### config.mk
export PLATFORM = sky130hd
export DESIGN_NAME = shift_cmd_seq
export DESIGN_NICKNAME = d
export VERILOG_FILES = /design/src/rtl/shift_cmd_pkg.sv /design/src/rtl/shift_cmd_seq.sv
export SDC_FILE = /design/constraint.sdc
export NUM_CORES = 1
export LEC_CHECK = 0
export BUFFER_PORTS_ARGS = -buffer_cell sky130_fd_sc_hd__buf_4
export CAP_MARGIN = 20
export CORE_MARGIN = 3
export CORE_UTILIZATION = 53
export DETAILED_ROUTE_END_ITERATION = 10
export HOLD_SLACK_MARGIN = 0.08
export PLACE_DENSITY_LB_ADDON = 0.25
export SLEW_MARGIN = 20
export SYNTH_ARGS = -nofsm -noshare
export SYNTH_HDL_FRONTEND = slang
export SYNTH_SLANG_ARGS = --single-unit
### constraint.sdc
create_clock -name clk -period 4.7 [get_ports clk]
set_clock_uncertainty 0.05 [all_clocks]
set_input_delay 0.235 -clock clk [delete_from_list [all_inputs] [get_ports clk]]
set_output_delay 0.235 -clock clk [all_outputs]
set_load 0.05 [all_outputs]
### src/rtl/shift_cmd_pkg.sv
// Shared definitions for the shift-register command sequencer:
// command op encodings, FSM state type and default widths.
package shift_cmd_pkg;

   localparam int WIDTH_DEF = 4;
   localparam int CNT_W_DEF = 3;

   localparam logic [1:0] OP_NOP  = 2'b00;
   localparam logic [1:0] OP_LOAD = 2'b01;
   localparam logic [1:0] OP_SHL  = 2'b10;
   localparam logic [1:0] OP_SHR  = 2'b11;

   typedef enum logic [1:0] {
      IDLE  = 2'b00,
      LOAD  = 2'b01,
      SHIFT = 2'b10,
      FIN   = 2'b11
   } state_e;

endpackage

### src/rtl/shift_cmd_seq.sv
// Command sequencer for a universal shift register. Accepts LOAD/SHIFT
// commands over valid/ready and expands them into single-cycle ld/sl/sr
// strobes, finishing with a one-cycle done pulse. All outputs are flops.
// Optional build macro SHIFT_CMD_SEQ_ROTATE_EN: serial input is taken from
// the fed-back register value (rotate) instead of the latched fill bit.
module shift_cmd_seq
   import shift_cmd_pkg::*;
#(
   parameter int WIDTH = WIDTH_DEF,
   parameter int CNT_W = CNT_W_DEF
) (
   input  logic             clk,
   input  logic             rst_n,
   input  logic             cmd_valid,
   output logic             cmd_ready,
   input  logic [1:0]       cmd_op,
   input  logic [WIDTH-1:0] cmd_data,
   input  logic [CNT_W-1:0] cmd_cnt,
   input  logic             cmd_fill,
   input  logic [WIDTH-1:0] q_fb,
   output logic             ld,
   output logic             sl,
   output logic             sr,
   output logic [WIDTH-1:0] D,
   output logic             D_sl,
   output logic             D_sr,
   output logic             busy,
   output logic             done
);

   state_e           state_q, state_d;
   logic [1:0]       op_q, op_d;
   logic             fill_q, fill_d;
   logic [CNT_W-1:0] cnt_q, cnt_d;
   logic             ld_q, ld_d;
   logic             sl_q, sl_d;
   logic             sr_q, sr_d;
   logic [WIDTH-1:0] d_q, d_d;
   logic             d_sl_q, d_sl_d;
   logic             d_sr_q, d_sr_d;
   logic             busy_q, busy_d;
   logic             done_q, done_d;

   logic             accept_s;
   logic             run_s;
   logic             left_s;
   logic             ser_s;
   logic             unused_s;

   assign accept_s = cmd_valid & (state_q == IDLE);

`ifdef SHIFT_CMD_SEQ_ROTATE_EN
   assign unused_s = fill_q;
`else
   assign unused_s = ^q_fb;
`endif

   // Next-state and next-output logic; outputs are computed for the state being entered.
   always_comb begin
      state_d = state_q;
      op_d    = op_q;
      fill_d  = fill_q;
      cnt_d   = cnt_q;
      d_d     = d_q;
      ld_d    = 1'b0;
      sl_d    = 1'b0;
      sr_d    = 1'b0;
      d_sl_d  = 1'b0;
      d_sr_d  = 1'b0;
      run_s   = 1'b0;
      left_s  = 1'b0;
      ser_s   = 1'b0;

      case (state_q)
         IDLE: begin
            if (accept_s) begin
               op_d   = cmd_op;
               fill_d = cmd_fill;
               cnt_d  = cmd_cnt;
               case (cmd_op)
                  OP_LOAD: begin
                     state_d = LOAD;
                     ld_d    = 1'b1;
                     d_d     = cmd_data;
                  end
                  OP_SHL, OP_SHR: begin
                     if (cmd_cnt != {CNT_W{1'b0}}) begin
                        state_d = SHIFT;
                        run_s   = 1'b1;
                        left_s  = (cmd_op == OP_SHL);
`ifdef SHIFT_CMD_SEQ_ROTATE_EN
                        // Register is idle this cycle, so its current end bit is what wraps.
                        ser_s   = (cmd_op == OP_SHL) ? q_fb[WIDTH-1] : q_fb[0];
`else
                        ser_s   = cmd_fill;
`endif
                     end else begin
                        state_d = FIN;
                     end
                  end
                  default: begin
                     state_d = FIN;
                  end
               endcase
            end else begin
               state_d = IDLE;
            end
         end
         LOAD: begin
            state_d = FIN;
         end
         SHIFT: begin
            if (cnt_q == {{(CNT_W-1){1'b0}}, 1'b1}) begin
               state_d = FIN;
               cnt_d   = {CNT_W{1'b0}};
            end else begin
               cnt_d   = cnt_q - {{(CNT_W-1){1'b0}}, 1'b1};
               run_s   = 1'b1;
               left_s  = (op_q == OP_SHL);
`ifdef SHIFT_CMD_SEQ_ROTATE_EN
               // The register shifts at this same edge, so pick the bit that
               // will sit at the wrapping end after that shift.
               ser_s   = (op_q == OP_SHL) ? q_fb[WIDTH-2] : q_fb[1];
`else
               ser_s   = fill_q;
`endif
            end
         end
         FIN: begin
            state_d = IDLE;
            op_d    = OP_NOP;
            fill_d  = 1'b0;
         end
         default: begin
            state_d = IDLE;
         end
      endcase

      if (run_s) begin
         if (left_s) begin
            sl_d   = 1'b1;
            d_sl_d = ser_s;
         end else begin
            sr_d   = 1'b1;
            d_sr_d = ser_s;
         end
      end else begin
         sl_d = 1'b0;
         sr_d = 1'b0;
      end
   end

   assign busy_d = (state_d != IDLE);
   assign done_d = (state_d == FIN);

   // State, latched command, counter and registered outputs.
   always_ff @(posedge clk or negedge rst_n) begin
      if (!rst_n) begin
         state_q <= IDLE;
         op_q    <= OP_NOP;
         fill_q  <= 1'b0;
         cnt_q   <= {CNT_W{1'b0}};
         ld_q    <= 1'b0;
         sl_q    <= 1'b0;
         sr_q    <= 1'b0;
         d_q     <= {WIDTH{1'b0}};
         d_sl_q  <= 1'b0;
         d_sr_q  <= 1'b0;
         busy_q  <= 1'b0;
         done_q  <= 1'b0;
      end else begin
         state_q <= state_d;
         op_q    <= op_d;
         fill_q  <= fill_d;
         cnt_q   <= cnt_d;
         ld_q    <= ld_d;
         sl_q    <= sl_d;
         sr_q    <= sr_d;
         d_q     <= d_d;
         d_sl_q  <= d_sl_d;
         d_sr_q  <= d_sr_d;
         busy_q  <= busy_d;
         done_q  <= done_d;
      end
   end

   assign cmd_ready = (state_q == IDLE);
   assign ld        = ld_q;
   assign sl        = sl_q;
   assign sr        = sr_q;
   assign D         = d_q;
   assign D_sl      = d_sl_q;
   assign D_sr      = d_sr_q;
   assign busy      = busy_q;
   assign done      = done_q;

endmodule

# ---- After elaboration in Yosys (flattened, before gate mapping)
# Index checks and enable logic that the tools add are counted.
# W data, S select, Z words.
dict set report totals {
  reg_bits 19
  latchBits 0
  mem_bits_rw 0
  mem_bits_ro 0
  in_bits 17
  out_inout_bits 12
  wordCells 71
  memories 0
}
dict set report op_classes {
  n_addsub 1
  multipliers 0
  div_mod_pow 0
  n_lt_le_gt_ge 0
  eq_ne 10
  n_shift 0
  n_mux 38
  bitwise_logic 1
  n_reduce_logical 9
}
# op n
set op_table {}
lappend op_table {{$mux W1} 25}
lappend op_table {{$eq A2 B2 Y1 const B} 6}
lappend op_table {{$pmux W1 S2} 4}
lappend op_table {{$pmux W2 S2} 2}
lappend op_table {{$pmux W2 S4} 1}
lappend op_table {{$mux W2} 3}
lappend op_table {{$mux W3} 2}
lappend op_table {{$pmux W3 S2} 1}
lappend op_table {{$reduce_bool A2 Y1} 3}
lappend op_table {{$eq A2 B1 Y1 const B} 2}
lappend op_table {{$reduce_and A2 Y1} 2}
lappend op_table {{$eq A3 B1 Y1 const B} 1}
lappend op_table {{$reduce_and A3 Y1} 1}
lappend op_table {{$reduce_bool A3 Y1} 1}
lappend op_table {{$sub A3 B1 Y3 const B} 1}
lappend op_table {{$logic_not A2 Y1} 1}
lappend op_table {{$ne A2 B1 Y1 const B} 1}
lappend op_table {{$reduce_or A2 Y1} 1}
lappend op_table {{$and A1 B1 Y1} 1}

# ---- Logic depth before layout (Yosys ltp)
dict set report depth {
  depth_word 7
  ltp_mapped 7
  ltp_nobuf 6
}

# ---- Worst setup path before layout
# No wires, ideal clock.
dict set report synth_path {
  path_type {register -> register}
  from {reg state_q[0]}
  to {reg d_sr_q (netlist: D_sr)}
  setup_time_ps 130
  arrival_time_ps 1790
  required_time_ps 4520
  path_slack_ps 2730
  stages_incl_launch_ff 8
  n_path_buf 1
  synth_period_minus_slack_ps 1970
  cell_sequence {dfrtp_1 -> inv_1 -> ha_1 -> buf_4 -> nand2_1 -> or2_1 -> a22oi_1 -> o22ai_1}
}
dict set report synth_between {
  elab_chain_cells 6
  word_cells_on_any_way 11
  cone_classes {eq/ne (1); mux (8); bitwise (1); reduce/logical (1)}
}
# element line
set synth_lines {}
lappend synth_lines {{start: declaration} shift_cmd_seq.sv:31} ;# state_e state_q, state_d;
lappend synth_lines {{start signal: assignment} shift_cmd_seq.sv:172} ;# state_q <= state_d;
lappend synth_lines {{$logic_not A2 Y1 (*)} --}
lappend synth_lines {{via cmd_ready} shift_cmd_seq.sv:15} ;# output logic cmd_ready,
lappend synth_lines {{$and A1 B1 Y1} shift_cmd_seq.sv:50} ;# assign accept_s = cmd_valid & (state_q == IDLE);
lappend synth_lines {{$mux W1} shift_cmd_seq.sv:76} ;# if (accept_s) begin
lappend synth_lines {{$pmux W1 S2} shift_cmd_seq.sv:74} ;# case (state_q)
lappend synth_lines {{$mux W1} shift_cmd_seq.sv:140} ;# if (left_s) begin
lappend synth_lines {{$mux W1 (*)} shift_cmd_seq.sv:139} ;# if (run_s) begin
lappend synth_lines {{via d_sr_d} shift_cmd_seq.sv:40} ;# logic d_sr_q, d_sr_d;
lappend synth_lines {{end signal: assignment} shift_cmd_seq.sv:181} ;# d_sr_q <= d_sr_d;
lappend synth_lines {{end: declaration} shift_cmd_seq.sv:40}
# Mark *: on every way through the listed nets, which the timed path passes. The rest lies on a longest branch.
# A chain may end at the register's enable or synchronous reset.

# ---- Final worst setup path
dict set report layout_path {
  from {reg state_q[0]}
  to {reg d_sr_q (netlist: D_sr)}
}
dict set report layout_between {
  elab_chain_cells 6
  word_cells_on_any_way 11
  cone_classes {eq/ne (1); mux (8); bitwise (1); reduce/logical (1)}
}
# element line
set layout_lines {}
lappend layout_lines {{$logic_not A2 Y1} {shift_cmd_seq.sv:50, shift_cmd_seq.sv:74}}
lappend layout_lines {{$and A1 B1 Y1} shift_cmd_seq.sv:50}
lappend layout_lines {{$mux W1} shift_cmd_seq.sv:76}
lappend layout_lines {{$pmux W1 S2} shift_cmd_seq.sv:74}
lappend layout_lines {{$mux W1} shift_cmd_seq.sv:140}
lappend layout_lines {{$mux W1 (*)} shift_cmd_seq.sv:139}
lappend layout_lines {{via d_sr_d} shift_cmd_seq.sv:40}
# Marks and branches as above.

==> impl_metrics.yaml <==
timing:
  clock.fmax_mhz: 544
  period_minus_slack_ns: 1.84
  slew_viol_final: 0
  slew_headroom: 0.737
  setup_violations: 0
  rsz0062_at_grt: "no"
  finalCritPeriodShare: 0.391
  setup_ws_ns: 2.86
  tightestPinTransition_ns: 0.383
  fin_setup_tns_ns: 0
  hold_viol_final: 0
yosys:
  yosys_register_bits: 19
  post_synth.cell_area_avg_um2: 10.2
  synth_nets: 117
  synth_cells: 94
  synth_cell_types: 28
  yosysWarningCount: 0
  synthArstFlopShare: 1.00
  synth_flop_cell: "dfrtp_1"
  yosysSeqAreaShare: 0.494
  synth_edf_count: 0
  synth_area_um2: 962
die:
  ios: 29
  die_h_um: 48.6
  die_w_um: 48.6
  core-area_mm2: 0.00161
  rows: 14
  start_util: 0.597
  die-area_mm2: 0.00236
routing:
  drc: 0
  routed_via_density: 5.28
  ant_nets: 0
  wl_per_cell_um: 13.0
  num_vias: 766
  drtIter0Drc: 25
  first_pass_iters: 4
  wirelength_um: 1890
power:
  internal-power_mw: 0.432
  p_sw_mw: 0.396
  combPwrFrac: 0.577
  p_per_area_mw_per_mm2: 692
  peakVddDrop_v: 0.000497
  p_sw_frac: 0.479
  total_power_mw: 0.828
  p_seq_frac: 0.325
  p_leak_nw: 0.605
  clkPwrFrac: 0.099
cells_and_area:
  multiInputGateArea_um2: 433
  finish.utilization: 0.742
  insertedDiodeCount: 0
  seq_area_um2: 475
  area_growth_pct: 24.3
  stdcell_count: 145
  layout_commonest_cell: "buf_4"
  nets: 145
  fillers: 129
  layout-drive-gt1-share: 0.256
  mostFrequentLayoutCells: "buf_4, dfrtp_1, inv_1"
placed_design:
  port_buffers: 24
  place_congestion: 0.815
  place_ws_ns: 2.90
  place_inst: 140
  hpwl_um: 1450
worst_setup_path:
  r2r-start: "state_q[0]"
  worst_setup_path_end_kind: "flop"
  r2r_setup_slack_ns: 2.86
  crit_arrival_ns: 1.97
  startpoint: "state_q[0]"
  reg2reg_depth: 6
  critPathKind: "flop to flop"
  critPathMaxFanout: 11
  crit_path_start_kind: "flop"
  cp.required_ns: 4.83
  r2r_end: "D_sr"
  crit_end: "D_sr"
clocking:
  hold_buffers: 1
  clk-insertion-delay-late_ns: 0.29
  clock_sinks: 19
  cts_buffers: 3
  postCtsSetupBuffers: 0
  htree_levels: 1
  clk_pin_slew_ns: 0.11
  clock_path_buffers: 2
  cts_resized: 0
  cts_root_buffer: "clkbuf_4"
  cts_tree: "built"
global_routing:
  antenna_found_initial: 0
  grt_max_degree: 20
  grt_first_pass_wirelength_um: 3360
  grt_pass1_vias: 751
  grt.overflow.total: 0
  grt_usage: 0.179
run:
  drv_cap: 0
worst_hold_path:
  hold_class: "input port to flop"
status:
  status: "finished, final reports clean"
-- worst max-delay path: stages, from the launching register on --
cell and delay, ns:
dfrtp_1 0.42, inv_1 0.10, ha_1 0.40, nand2_1 0.15, or2_1 0.32, a22oi_1 0.18
o22ai_1 0.10
-- registers in the layout (all words and copies together), names as in the netlist, 2 cells and up --
name     flops
D            4
cnt_q        3
op_q         2
state_q      2
-- metal layers --
| layer | global-route usage | wire [um] | vias to the layer above | share of wire |
|---|---|---|---|---|
| met5 | 0 | 0 | - | 0 |
| met4 | 0.0569 | 12 | 0 | 0.0063 |
| met3 | 0.0368 | 88 | 2 | 0.047 |
| met2 | 0.301 | 918 | 15 | 0.49 |
| met1 | 0.231 | 872 | 367 | 0.46 |
| li1 | - | - | 382 | - |
-- worst min-delay path by stage --
stage / cells after the start / to / slack, ns / from
after floorplan: 0 / D[0] / -0.11 / rst_n
after global placement: 1 / D_sr / 0.07 / rst_n
after detailed placement: 1 / D_sl / 0.07 / rst_n
after CTS: 2 / D[2] / 0.11 / cmd_data[2]
after global routing: 2 / D[3] / 0.11 / cmd_data[3]
final: 2 / D[0] / 0.12 / cmd_data[0]
-- power by group through the flow --
| stage | clock, mW | combinational (mW) | sequential (mW) |
|---|---|---|---|
| finish | 0.0816 | 0.478 | 0.269 |
| global route | 0.0930 | 0.520 | 0.277 |
| CTS | 0.0842 | 0.479 | 0.268 |
| detailed placement | 0 | 0.477 | 0.273 |
| global placement | 0 | 0.464 | 0.267 |
| floorplan | 0 | 0.233 | 0.393 |
-- per-stage QoR --
step | instance area, um2 | hold slack, ns
2_1_floorplan | 962 | -0.111
3_3_place_gp | 1160 | 0.0662
3_5_place_dp | 1160 | 0.0716
4_1_cts | 1200 | 0.115
5_1_grt | 1200 | 0.109
6_report | 1200 | 0.121
-- area by class of cell --
class	instances	share of cell area
Clock buffer	4	0.0220
Multi-Input combinational cell	62	0.362
Sequential cell	19	0.397
Tap cell	24	0.0251
Timing Repair Buffer	25	0.159
Inverter	11	0.0345
-- synth_stat cells, drive strengths merged (3+ instances only) --
master	number	area (um2)
mux2	4	45.0
nand2	8	30.0
inv	11	41.3
a22o	3	26.3
ha	6	75.1
o21ai	7	35.0
nor2b	6	37.5
nand3	4	20.0
dfrtp	19	475
nor2	3	11.3
o22ai	3	18.8
-- cells by family (layout without fill, tap and decap cells) --
kind of cell               count (synthesis)  count (layout)  share of synthesized area
and+or+nand+nor                           25              25                      0.131
buffers and inverters                     13              40                     0.0559
adders and majority gates                  6               6                     0.0780
DFF                                       19              19                      0.494
muxes                                      6               6                     0.0676
AOI/OAI and AO/OA                         25              25                      0.173
Power figures use the tool's default switching activity.
